$ cat src/rtl/nhr_pkg.sv
// Shared types and helpers for the next-hop register bank: channel FSM states,
// the default "no route" code and the legal-port check.
package nhr_pkg;

   typedef enum logic {
      NHR_IDLE  = 1'b0,
      NHR_BOUND = 1'b1
   } nhr_state_e;

   localparam logic [2:0] NULL_HOP_DEFAULT = 3'b100;

   // Port addresses are dense from zero, so legality is a simple bound check.
   function automatic logic legal_hop(input logic [31:0] addr, input int unsigned num_out);
      return addr < num_out;
   endfunction

endpackage

$ cat src/rtl/nhr_channel.sv
// One input channel's binding: IDLE/BOUND FSM, latched next hop and reject pulse.
// With NHR_TIMEOUT_EN defined, a stall counter force-releases a binding starved for TO_CYC cycles.
module nhr_channel
   import nhr_pkg::*;
#(
   parameter int                NUM_OUT  = 4,
   parameter int                ADDR_W   = 3,
   parameter logic [ADDR_W-1:0] NULL_HOP = ADDR_W'(NULL_HOP_DEFAULT)
`ifdef NHR_TIMEOUT_EN
   ,parameter int               TO_CYC   = 16
`endif
) (
   input  logic              clk,
   input  logic              reset,
   input  logic              ib_empty,
   input  logic              write,
   input  logic [ADDR_W-1:0] addr_in,
   input  logic              tail,
   output logic [ADDR_W-1:0] addr,
   output logic              valid,
   output logic              err
`ifdef NHR_TIMEOUT_EN
   ,output logic             timeout
`endif
);

   nhr_state_e state;
   logic       accept;
   logic       stall_expired;

   assign accept = legal_hop(32'(addr_in), NUM_OUT) && !ib_empty;
   assign valid  = (state == NHR_BOUND);

`ifdef NHR_TIMEOUT_EN
   localparam int CNT_W = $clog2(TO_CYC + 1);

   logic [CNT_W-1:0] stall_cnt;

   // A tail in the same cycle wins, so only tail-less stalled cycles can expire.
   assign stall_expired = (state == NHR_BOUND) && !tail && ib_empty &&
                          (stall_cnt == CNT_W'(TO_CYC - 1));

   always_ff @(posedge clk) begin
      if (reset) begin
         stall_cnt <= '0;
         timeout   <= 1'b0;
      end else begin
         timeout <= 1'b0;
         if ((state == NHR_BOUND) && !tail && ib_empty) begin
            if (stall_expired) begin
               stall_cnt <= '0;
               timeout   <= 1'b1;
            end else begin
               stall_cnt <= stall_cnt + 1'b1;
            end
         end else begin
            stall_cnt <= '0;
         end
      end
   end
`else
   assign stall_expired = 1'b0;
`endif

   // NOTE: all state here uses non-blocking assignments so every flop samples
   // the pre-edge values, independent of statement order.
   always_ff @(posedge clk) begin
      if (reset) begin
         state <= NHR_IDLE;
         addr  <= NULL_HOP;
         err   <= 1'b0;
      end else begin
         err <= 1'b0;
         case (state)
            NHR_IDLE: begin
               if (write) begin
                  if (accept) begin
                     state <= NHR_BOUND;
                     addr  <= addr_in;
                  end else begin
                     err <= 1'b1;
                  end
               end
            end
            NHR_BOUND: begin
               if (tail) begin
                  // Back-to-back packets: a good head on the tail cycle rebinds.
                  if (write && accept) begin
                     addr <= addr_in;
                  end else begin
                     err   <= write;
                     state <= NHR_IDLE;
                     addr  <= NULL_HOP;
                  end
               end else begin
                  err <= write;
                  if (stall_expired) begin
                     state <= NHR_IDLE;
                     addr  <= NULL_HOP;
                  end
               end
            end
            default: begin
               state <= NHR_IDLE;
               addr  <= NULL_HOP;
            end
         endcase
      end
   end

endmodule

$ cat src/rtl/nexthop_register_bank.sv
// Per-input-channel next-hop bindings for the NoC arbiter plus the per-output busy mask.
// Optional feature macro: NHR_TIMEOUT_EN (stall timeout release and nhr_timeout_o port).
module nexthop_register_bank
   import nhr_pkg::*;
#(
   parameter int                NUM_IN   = 5,
   parameter int                NUM_OUT  = 4,
   parameter int                ADDR_W   = 3,
   parameter logic [ADDR_W-1:0] NULL_HOP = ADDR_W'(NULL_HOP_DEFAULT)
`ifdef NHR_TIMEOUT_EN
   ,parameter int               TO_CYC   = 16
`endif
) (
   input  logic                     clk,
   input  logic                     reset,
   input  logic [NUM_IN-1:0]        ib_empty_i,
   input  logic [NUM_IN-1:0]        nhr_write_i,
   input  logic [NUM_IN*ADDR_W-1:0] nhr_address_i,
   input  logic [NUM_IN-1:0]        nhr_tail_i,
   output logic [NUM_IN*ADDR_W-1:0] nhr_address_o,
   output logic [NUM_IN-1:0]        nhr_valid_o,
   output logic [NUM_IN-1:0]        nhr_err_o,
   output logic [NUM_OUT-1:0]       out_busy_o
`ifdef NHR_TIMEOUT_EN
   ,output logic [NUM_IN-1:0]       nhr_timeout_o
`endif
);

   for (genvar c = 0; c < NUM_IN; c++) begin : g_ch
      nhr_channel #(
         .NUM_OUT  (NUM_OUT),
         .ADDR_W   (ADDR_W),
         .NULL_HOP (NULL_HOP)
`ifdef NHR_TIMEOUT_EN
         ,.TO_CYC  (TO_CYC)
`endif
      ) u_ch (
         .clk      (clk),
         .reset    (reset),
         .ib_empty (ib_empty_i[c]),
         .write    (nhr_write_i[c]),
         .addr_in  (nhr_address_i[c*ADDR_W +: ADDR_W]),
         .tail     (nhr_tail_i[c]),
         .addr     (nhr_address_o[c*ADDR_W +: ADDR_W]),
         .valid    (nhr_valid_o[c]),
         .err      (nhr_err_o[c])
`ifdef NHR_TIMEOUT_EN
         ,.timeout (nhr_timeout_o[c])
`endif
      );
   end

   // NOTE: busy gets a full default before the loops so no path leaves it
   // unassigned, which would otherwise infer a latch.
   always_comb begin
      out_busy_o = '0;
      for (int c = 0; c < NUM_IN; c++) begin
         for (int k = 0; k < NUM_OUT; k++) begin
            if (nhr_valid_o[c] && (nhr_address_o[c*ADDR_W +: ADDR_W] == ADDR_W'(k)))
               out_busy_o[k] = 1'b1;
         end
      end
   end

endmodule

$ cat config.mk
export PLATFORM = sky130hd
export DESIGN_NAME = nexthop_register_bank
export DESIGN_NICKNAME = d
export VERILOG_FILES = /design/src/rtl/nhr_pkg.sv /design/src/rtl/nhr_channel.sv /design/src/rtl/nexthop_register_bank.sv
export SDC_FILE = /design/constraint.sdc
export NUM_CORES = 1
export LEC_CHECK = 0
export CORE_MARGIN = 4
export CORE_UTILIZATION = 30
export CTS_BUF_LIST = sky130_fd_sc_hd__clkbuf_4 sky130_fd_sc_hd__clkbuf_8
export CTS_CLUSTER_DIAMETER = 100
export DETAILED_ROUTE_END_ITERATION = 10
export HOLD_SLACK_MARGIN = 0.03
export PLACE_DENSITY = 0.63
export SLEW_MARGIN = 20
export SYNTH_ARGS = -nofsm -noshare
export SYNTH_HDL_FRONTEND = slang
export SYNTH_SLANG_ARGS = --single-unit
$ cat constraint.sdc
create_clock -name clk -period 2 [get_ports clk]
set_clock_uncertainty 0.05 [all_clocks]
set_input_delay 0.6 -clock clk [delete_from_list [all_inputs] [get_ports clk]]
set_output_delay 0.6 -clock clk [all_outputs]
set_load 0.02 [all_outputs]
==> results.cfg <==
[synth]
synth_seq_cells = 25
synth_cell_types = 26
synth_nets = 188
postSynthAreaPerCell_um2 = 8.44
synthCells = 156
synth_area_leaders = dfxtp_1, a21oi_1, nand3_1
synth_top_area_cell = dfxtp_1
netlist_area_mm2 = 0.00132
seq_area_frac_synth_pct = 38.0
yosys_warnings = 0
yosysTopAreaCellShare_pct = 38.0

[critical_path]
required_ns = 1.35
path_max_fanout = 3
start_kind = flop
crit_chain = nor3b_1, a211o_1, a221o_1, buf_6
path_class = flop to output pin
end_kind = output pin
max_stage_delay_ns = 0.33
worstPathArrival_ns = 1.41
critPathBufInv = 1
critPathSlowestCell = dfxtp_2
crit_family = compound AO/OA/AOI/OAI gates

[place]
preCtsSetupSlack_ns = -0.202
dp_hpwl_um = 2810
placed_area_mm2 = 0.00211
dp.cells = 283
io_buffers = 60
place_congestion = 0.794

[layout]
drive_above_1_share_pct = 25.2
antenna_cells = 0
fin_area_mm2 = 0.00223
nNetsFinal = 271
layout.cells.non_filler = 288
postLayoutCoreUtil_pct = 54.2
syn2layout_area_growth_pct = 69.3

[route]
wl_um = 3540
dr_total_vias = 1408
routedWlPerCell_um = 12.3
ant_nets = 0
avgViaCountPerCell = 4.89
dr.pass1.iters = 4
drc_errors = 0
drtIter0Drc = 40

[global_route]
grt_antenna_before_repair = 0
overflow = 0
grt_max_degree = 25
grt_pass1_wl_um = 5550
track_usage_pct = 12.7
first_global_vias = 1292

[clock_tree]
numCtsBuffers = 3
htreeDepth = 1
clock_latency_ns = 0.26
cts_tree = yes
cts-root-buf = clkbuf_8
clock_path_buffers = 2
path_clk_slew_ns = 0.09
cts_hold_buf = 0
clock-sinks = 25

[sta]
period_share_pct = 103
tightest_slew_ns = 0.262
slew_headroom_pct = 82.3
holdWs_ns = 0.492
rsz0062_at_grt = yes
max_freq_ghz = 0.485
layout_min_cycle_time_ns = 2.06
fin_ws_ns = -0.0601
hold_viol = 0
finalMaxSlewViolations = 0
setup_viol = 1

[power_and_ir_drop]
power_density_mw_per_mm2 = 490
p_leak_uw = 0.000906
ir_drop_mv = 0.250

[floorplan]
start_util_pct = 32.0
die_h_um = 74.2
io_pins = 61
dieArea_mm2 = 0.00551
core_region_area_mm2 = 0.00412
die_x_um = 74.2
rows = 23

[status]
status = finished with violations
failed_checks = setup timing

[worst_hold_path]
hp-class = flop to flop

[flow_run]
drv_cap = 0
layer usage:
metal / global-route usage, % / routed length [µm]
met1: 16.3 / 1590
met2: 21.3 / 1690
met3: 3.24 / 240
met4: 3.56 / 23
met5: 0 / 0
flip-flops by register name (all words and copies together) (netlist names):
register and flops:
g_ch.u_ch.addr 15, g_ch.u_ch.err 5, g_ch.u_ch.valid 5
stage by stage:
| step | setup TNS, ns | total power (µW) |
|---|---|---|
| floorplan | 0 | 646 |
| global placement | -0.600 | 793 |
| detailed placement | -0.700 | 795 |
| CTS | -0.0796 | 1100 |
| global route | -0.260 | 1140 |
| finish | -0.0601 | 1090 |
kinds of logic after synthesis:
family                 synth area share, %
DFF                                   38.0
buffers and inverters                 7.41
AOI/OAI and AO/OA                     15.2
and+or+nand+nor                       39.4
Yosys cell counts:
cell type / instances
nand4b_1: 3
nand3b_1: 1
nor4b_1: 2
buf_4: 10
a21oi_1: 21
nor3_1: 1
o221ai_1: 2
dfxtp_1: 25
or4b_4: 2
nor2_1: 10
inv_1: 4
a211o_1: 6
o211ai_1: 1
nand2_1: 17
clkbuf_1: 2
nand3_1: 20
and3_1: 1
nor3b_1: 3
nor3b_2: 5
nand2b_1: 8
nor4bb_1: 4
nor2b_1: 1
a22oi_1: 1
or4b_1: 3
a221o_1: 1
or2b_1: 2
worst reg2reg max path, stage by stage (launching register included):
cell and delay, ns:
dfxtp_1 0.32, buf_4 0.13, buf_4 0.13, or4b_1 0.55, nand3_1 0.10, a21oi_1 0.07
report_power, final:
group	total (µW)	internal [µW]	leakage (µW)	switching, µW
Sequential	538	519	0.000207	18.8
Combinational	243	143	0.000673	101
Clock	311	156	0.0000262	155
Total	1090	817	0.000906	274
cells in the final DEF (no fill, tap or decap), drive strengths merged, types with 2 or more instances in the layout:
cell type and n:
clkdlybuf4s50 38, dfxtp 25, nor2 10, clkbuf 4
a211o 6, nor3b 8, nor4bb 4, nand2b 8
nand2 17, or4b 5, nor4b 2, o221ai 2
a21oi 21, buf 34, dlygate4sd2 14, dlymetal6s2s 4
nand3 20, nand4b 3, inv 4, or2b 2
worst paths after layout:
kind	start	endpoint	slack, ns	depth (start not counted)
max	g_ch[3].u_ch.valid	out_busy_o[0]	-0.06	4
min	g_ch[4].u_ch.addr[0]	g_ch[4].u_ch.addr[0]	0.49	2
max reg2reg	g_ch[4].u_ch.valid	g_ch[4].u_ch.addr[1]	0.54	5
min reg2reg	g_ch[4].u_ch.addr[0]	g_ch[4].u_ch.addr[0]	0.49	2
repair_timing:
item / 4_1_cts / 5_1_grt
setup endpoints to repair: 19 / 9
pin swaps: 1 / 1
setup buffers: 0 / 1
gates resized for setup: 45 / 16
layout make-up:
| type | instances | area [µm²] |
|---|---|---|
| fill | 398 | 1890 |
| timing repair buffer | 90 | 812 |
| multi-input combinational | 115 | 772 |
| sequential | 25 | 518 |
| tap | 50 | 62.6 |
| clock buffer | 4 | 48.8 |
| inverter | 4 | 15.0 |
Note: power is estimated with default switching activity, not from simulation.
